<file path="config.mk">
export PLATFORM = sky130hd
export DESIGN_NAME = gcd_engine
export DESIGN_NICKNAME = d
export VERILOG_FILES = /design/src/rtl/gcd_engine.sv
export SDC_FILE = /design/constraint.sdc
export NUM_CORES = 1
export LEC_CHECK = 0
export ABC_AREA = 1
export CAP_MARGIN = 20
export CORE_MARGIN = 2
export CORE_UTILIZATION = 50
export DETAILED_ROUTE_END_ITERATION = 10
export GPL_TIMING_DRIVEN = 0
export HOLD_SLACK_MARGIN = 0.05
export PLACE_DENSITY = 0.73
export SETUP_SLACK_MARGIN = 0.05
export SLEW_MARGIN = 20
export SYNTH_ARGS = -nofsm -noshare
export SYNTH_HDL_FRONTEND = slang
export SYNTH_SLANG_ARGS = --single-unit
</file>
<file path="constraint.sdc">
create_clock -name clk -period 2.7 [get_ports clk]
set_input_delay 0.675 -clock clk [delete_from_list [all_inputs] [get_ports clk]]
set_output_delay 0.675 -clock clk [all_outputs]
set_load 0.1 [all_outputs]
</file>
<file path="src/rtl/gcd_engine.sv">
// gcd_engine: subtractive Euclid GCD with operand/result valid-ready handshakes,
// zero-operand shortcut and a saturating CALC-step counter.
module gcd_engine #(
   parameter int WIDTH = 16,
   parameter int CNT_W = 16
) (
   input  logic             clk,
   input  logic             rst_n,
   input  logic             in_valid,
   output logic             in_ready,
   input  logic [WIDTH-1:0] a_in,
   input  logic [WIDTH-1:0] b_in,
   output logic             out_valid,
   input  logic             out_ready,
   output logic [WIDTH-1:0] gcd_out,
   output logic [CNT_W-1:0] cycles,
   output logic             zero_err
);
   typedef enum logic [1:0] {IDLE, CALC, DONE} state_t;
   state_t           state_q;
   logic [WIDTH-1:0] a_q, b_q, gcd_q;
   logic [CNT_W-1:0] cycles_q;
   logic             zero_err_q;
   always_ff @(posedge clk or negedge rst_n)
      if (!rst_n) begin
         state_q    <= IDLE;
         a_q        <= '0;
         b_q        <= '0;
         gcd_q      <= '0;
         cycles_q   <= '0;
         zero_err_q <= 1'b0;
      end else begin
         case (state_q)
            IDLE: if (in_valid) begin
               a_q        <= a_in;
               b_q        <= b_in;
               cycles_q   <= '0;
               zero_err_q <= 1'b0;
               // a zero operand short-circuits: the other operand (or 0) is the answer
               if (a_in == '0 || b_in == '0) begin
                  gcd_q      <= a_in | b_in;
                  zero_err_q <= a_in == '0 && b_in == '0;
                  state_q    <= DONE;
               end else state_q <= CALC;
            end
            CALC: begin
               cycles_q <= cycles_q + {{(CNT_W-1){1'b0}}, ~&cycles_q};
               if (a_q == b_q) begin
                  gcd_q   <= a_q;
                  state_q <= DONE;
               end else if (a_q > b_q) a_q <= a_q - b_q;
               else b_q <= b_q - a_q;
            end
            DONE: if (out_ready) state_q <= IDLE;
            default: state_q <= IDLE;
         endcase
      end
   assign in_ready  = state_q == IDLE;
   assign out_valid = state_q == DONE;
   assign gcd_out   = gcd_q;
   assign cycles    = cycles_q;
   assign zero_err  = zero_err_q;
endmodule

</file>
==> metrics.txt, run 1 <==
Worst-Margin Slew 994 ps; Ant. Diodes 0; initial antenna violation count 0; Post-DRT Antenna Nets 0; Syn Std Cell Area about 5500 um2; Worst Skew around 14 ps; predominant post-synthesis flop cell dfrtp_1; H-tree levels 3; # rows 38; final worst-path cycle share 0.963; largest net degree at the start of global routing 35; Worst setup EP type output port; Hold Slack 246 ps; Arr. time, crit path roughly 1900 ps; EDFF count, synth 0; core area 10800 um2; Reg2Reg Depth 15; Slowest cell on crit path clkdlybuf4s50_1; Max Slew Vio Count 0; min Tclk post-route ~2600 ps; Synth area leaders dfrtp_1 30%, nand2_1 22%, inv_1 9.2%; Crit path max-delay family buffers and inverters; drt pass-1 iters 5; r2r setup slk around 240 ps; fin util 0.616; Root Driver clkbuf_8; vias in the first global route approximately 5500; die area 11900 um2; number of distinct library cells after synthesis 40; sequential-to-total area share from yosys stat 0.304; RSZ-0062 raised after global routing no; Yosys top cell area share 0.304; register bit total from synthesis between 60 and 70; CP max FO 4; DP HPWL 13.3 mm; fin area 6650 um2; GRT Util Overall 0.306; CTS Buf Count 9; synth cell count leaders 318 x nand2_1, 135 x inv_1, 71 x nand3_1, 67 x dfrtp_1, 44 x nor2_1; CTS clk-pin slew, worst paths 80 ps; Max Root-Sink Buffers 2; via count a little under 6000; Hold Crit Class input port to async pin; Crit Reg-Reg Endpoint a_q[12]$_DFFE_PN0P_; layout cells sized above 1 0.0750; Worst Setup Start Kind flop; worst path buffer plus inverter count 1; Synth Area per Inst roughly 6.4 um2; Vias/cell between 5 and 6; slew margin rel. 0.335; launching point of the worst reg2reg path a_q[0]$_DFFE_PN0P_; GRT overflow 0; status finished clean; routability cong. approximately 0.94; CTS tree yes; die height between 100 and 150 um; Inst Count DP between 1000 and 1500; # DRC 0; Mapped Nets around 930; cell taking the most area after synthesis dfrtp_1; Max Fclk approximately 380 MHz; clk sinks 67; final hold vios 0; worst-path cell chain clkdlybuf4s50_1; first-pass GRT wire length approximately 27 mm; Syn-to-layout area delta 20.7%; placed inst area between 6000 and 7000 um2; Starting Density 0.510; IO Port Bufs 70; DR iter-0 viols approximately 430; Synth Warn # 0; final WL ~17 mm; cells after synthesis approximately 860; asr flop ratio synth 1.00; Post-Layout Cell Count ~1100; Routed wire per std cell between 15 and 20 um; Setup violations, final 0; most common cell in the netlist nand2_1; max_cap viols 0; die width 109 um; crit path kind flop to output port; Skew-Pair Late Insertion Delay about 370 ps; CP required around 2000 ps; CP max stage delay between 1000 and 1500 ps; Nets about 1000; I/O pin count around 70
-- layout by cell type (no fill, tap or decap), types with 2 or more instances in the layout --
cell,instances
clkbuf_8,11
o21ai_2,6
nand3_1,71
inv_1,134
clkbuf_1,6
and2_1,3
a21oi_1,20
fa_1,2
clkdlybuf4s50_1,55
inv_2,6
dlygate4sd2_1,4
nor2_4,5
o21ai_0,36
nand2_4,3
xnor2_1,2
buf_2,12
o211ai_1,10
nor3_1,7
nor2_2,3
o22ai_1,6
buf_4,4
xor2_1,3
o21ai_1,18
nand2_2,7
a32o_1,2
ha_1,33
clkinvlp_4,2
nand3b_1,2
dlymetal6s2s_1,8
nor2_1,44
nand4_1,17
dfrtp_1,67
buf_6,4
nand2_1,317
-- state kept, by name (all words and copies together) (netlist names) --
register and flops:
a_q 16, b_q 16, zero_err 1, gcd_out 16
state_q 2, cycles 16
-- cells by family after synthesis --
family / share of synthesized area
AO/OA/AOI/OAI: 0.105
XOR/XNOR: 0.00795
adder cells (fa/ha/maj): 0.0823
buffers and inverters: 0.121
flip-flops: 0.304
AND/OR/NAND/NOR: 0.380
-- final cells by class --
class,instances,area (um2)
Timing Repair Buffer,73,744
Fill cell,1051,4150
Buffer,23,135
Clock inverter,5,58.8
Clock buffer,11,151
Tap cell,140,175
Sequential cell,67,1680
Multi-Input combinational cell,627,3170
Inverter,141,529
-- layer usage --
layer	global-route usage	routed length, um	up-vias
li1	-	-	2869
met1	0.396	7490	2663
met2	0.480	7820	202
met3	0.0604	1210	36
met4	0.162	624	0
met5	0	0	-
-- through the flow --
step                worst slack [ps]  TNS (ps)
floorplan                       93.9         0
global placement               -1400    -93510
detailed placement             -9.29     -39.7
CTS                             21.7         0
global route                    57.6         0
finish                          99.5         0
-- timing repair --
item,in CTS,in global routing
gates resized for setup,9,11
cloned,0,1
endpoints found under the setup margin,6,29
setup buffers,0,2
pin swaps,0,1
hold buffers,0,0
-- worst max path at each step --
stage | from | end | slack [ps] | cells after the start
4_1_cts | state_q[0]$_DFFE_PN0P_ | in_ready | 20 | 2
3_3_place_gp | rst_n | cycles[7]$_DFFE_PN0P_ | -1400 | 1
5_1_grt | cycles[12]$_DFFE_PN0P_ | cycles[12] | 60 | 1
2_1_floorplan | cycles[4]$_DFFE_PN0P_ | cycles[14]$_DFFE_PN0P_ | 90 | 11
6_report | cycles[12]$_DFFE_PN0P_ | cycles[12] | 100 | 1
3_5_place_dp | a_in[11] | gcd_out[10]$_DFFE_PN0P_ | -9 | 11
Power of run 1 is left out: the tool's default activity adds up to more than one toggle a clock period on the data nets, which glitch-free logic cannot reach.
==> run 2, diff against run 1 <==
--- a/config.mk
+++ b/config.mk
@@ -6,6 +6,7 @@
 export NUM_CORES = 1
 export LEC_CHECK = 0
 export ABC_AREA = 1
+export ABC_CLOCK_PERIOD_IN_PS = 2700
 export CAP_MARGIN = 20
 export CORE_MARGIN = 2
 export CORE_UTILIZATION = 50
==> results of run 2 <==
The final DEF is identical to that of run 1; final timing and power are the same.
Power of run 2 is left out for the same reason.
==> run 3, diff against run 2 <==
--- a/config.mk
+++ b/config.mk
@@ -14,8 +14,8 @@
 export GPL_TIMING_DRIVEN = 0
 export HOLD_SLACK_MARGIN = 0.05
 export PLACE_DENSITY = 0.73
-export SETUP_SLACK_MARGIN = 0.05
 export SLEW_MARGIN = 20
 export SYNTH_ARGS = -nofsm -noshare
 export SYNTH_HDL_FRONTEND = slang
 export SYNTH_SLANG_ARGS = --single-unit
+export TNS_END_PERCENT = 100
==> run 3 against run 2 <==
Via count increased by 0.42%; hold slack got worse by 0.92 ps; register-to-register slack got worse by 60 ps; global-route usage unchanged; sequential cell count unchanged; first-iteration DRC count increased by 15%; sequential share of layout area increased by 0.071 points; clock skew increased by 1.6 ps; final area decreased by 0.28%; critical path type unchanged.
==> metrics.txt, run 3 (synthesized netlist as in run 1, its figures left out) <==
status finished clean; Ant. Diodes 0 (unchanged); die width 109 um (unchanged); worst-path cell chain clkdlybuf4s50_1; Starting Density 0.510 (unchanged); Arr. time, crit path 1970 ps (+40 ps); # DRC 0 (unchanged); GRT Util Overall 0.306 (unchanged); routability cong. 0.945 (unchanged); die height 109 um (unchanged); RSZ-0062 raised after global routing no; drt pass-1 iters 6 (+1); final worst-path cycle share 0.980 (+0.0164); vias in the first global route 5501 (unchanged); min Tclk post-route 2640 ps (+44.2 ps); initial antenna violation count 0 (unchanged); Worst-Margin Slew 996 ps (+1.89 ps); Worst Skew 15.7 ps (+1.62 ps); final hold vios 0 (unchanged); CTS Buf Count 9 (unchanged); Skew-Pair Late Insertion Delay 370 ps (about the same); commonest non-fill, non-tap cell in the layout nand2_1; largest net degree at the start of global routing 35 (unchanged); core area 10800 um2 (unchanged); layout cells sized above 1 0.0739 (-0.00106); Crit path max-delay family buffers and inverters; DP HPWL 13.3 mm (unchanged); crit path kind flop to output port; GRT overflow 0 (unchanged); Routed wire per std cell 15.8 um (+0.40%); Setup violations, final 0 (unchanged); worst path buffer plus inverter count 1 (unchanged); CTS clk-pin slew, worst paths 80 ps (about the same); slew margin rel. 0.334 (-0.00126); max_cap viols 0 (unchanged); Slowest cell on crit path clkdlybuf4s50_1; Hold Crit Class input port to async pin; H-tree levels 3 (unchanged); Nets 1013 (unchanged); Max Fclk 378 MHz (-1.7%); Post-DRT Antenna Nets 0 (unchanged); final WL 17.2 mm (+0.40%); Worst setup EP type output port; placed inst area 6400 um2 (unchanged); CTS Hold Bufs 0 (unchanged); CP required 2030 ps (about the same); CP max FO 4 (unchanged); # rows 38 (unchanged); fin area 6630 um2 (-0.28%); DR iter-0 viols 490 (+15%); Vias/cell 5.33 (+0.42%); first-pass GRT wire length 27.3 mm (unchanged); Worst Setup Start Kind flop; CP max stage delay 1160 ps (about the same); Root Driver clkbuf_8; die area 11900 um2 (unchanged); Syn-to-layout area delta 20.3%; CTS tree yes; Max Root-Sink Buffers 2 (unchanged); Max Slew Vio Count 0 (unchanged); clk sinks 67 (unchanged); most frequent cells in the layout 318 x nand2_1, 134 x inv_1, 71 x nand3_1; via count 5794 (+0.42%); I/O pin count 71 (unchanged); IO Port Bufs 70 (unchanged)
run 3: changes by cell type in the layout (fill, tap and decap cells not counted):
cell,delta
clkdlybuf4s50_1,+10
dlymetal6s2s_1,-6
dlygate4sd2_1,-4
clkbuf_2,+1
clkdlybuf4s15_2,-1
nand2_1,+1
nand2_2,-1
run 3: through the flow:
| stage | std cells | utilization | TNS, ps | hold slack (ps) | setup WS [ps] |
|---|---|---|---|---|---|
| after floorplan | 857 | - | 0 | 379 | 93.9 |
| after global placement | 1067 | 0.591 | -93510 | 456 | -1400 |
| after detailed placement | 1068 | 0.593 | -39.7 | 459 | -9.29 |
| after CTS | 1084 | 0.612 | 0 | 250 | 7.75 |
| after global routing | 1087 | 0.614 | 0 | 280 | 0.123 |
| final | 1087 | 0.614 | 0 | 245 | 55.3 |
run 3: per-layer routing:
| metal | vias to the layer above | wire, um | track usage |
|---|---|---|---|
| met1 | 2675 | 7440 | 0.396 |
| met2 | 212 | 7800 | 0.480 |
| met5 | - | 0 | 0 |
| met4 | 0 | 676 | 0.162 |
| met3 | 38 | 1300 | 0.0604 |
| li1 | 2869 | - | - |
run 3: final cells by class:
class | count | area, um2
clock buffer | 11 | 151
inverter | 141 | 529
buffer | 23 | 135
tap | 140 | 175
timing repair buffer | 73 | 728
clock inverter | 5 | 58.8
multi-input combinational | 627 | 3170
fill | 1050 | 4170
sequential | 67 | 1680
run 3: repair_timing:
action                     4_1_cts  5_1_grt
gates resized for setup          3        6
gates cloned                     0        1
setup endpoints to repair        2       15
setup buffers                    0        2
pin swaps                        0        1
run 3: path summary, 6_finish.rpt:
path / from / end / slack, ps / depth (start not counted)
setup / recovery: cycles[0]$_DFFE_PN0P_ / cycles[0] / 60 / 1
hold / removal: rst_n / b_q[9]$_DFFE_PN0P_ / 250 / 1
setup reg to reg: a_q[0]$_DFFE_PN0P_ / a_q[12]$_DFFE_PN0P_ / 180 / 15
hold reg to reg: gcd_out[8]$_DFFE_PN0P_ / gcd_out[8]$_DFFE_PN0P_ / 480 / 2
max in group asynchronous: rst_n / a_q[2]$_DFFE_PN0P_ / 1920 / 2
min in group clk: gcd_out[8]$_DFFE_PN0P_ / gcd_out[8]$_DFFE_PN0P_ / 480 / 2
Power of run 3 is left out for the same reason.
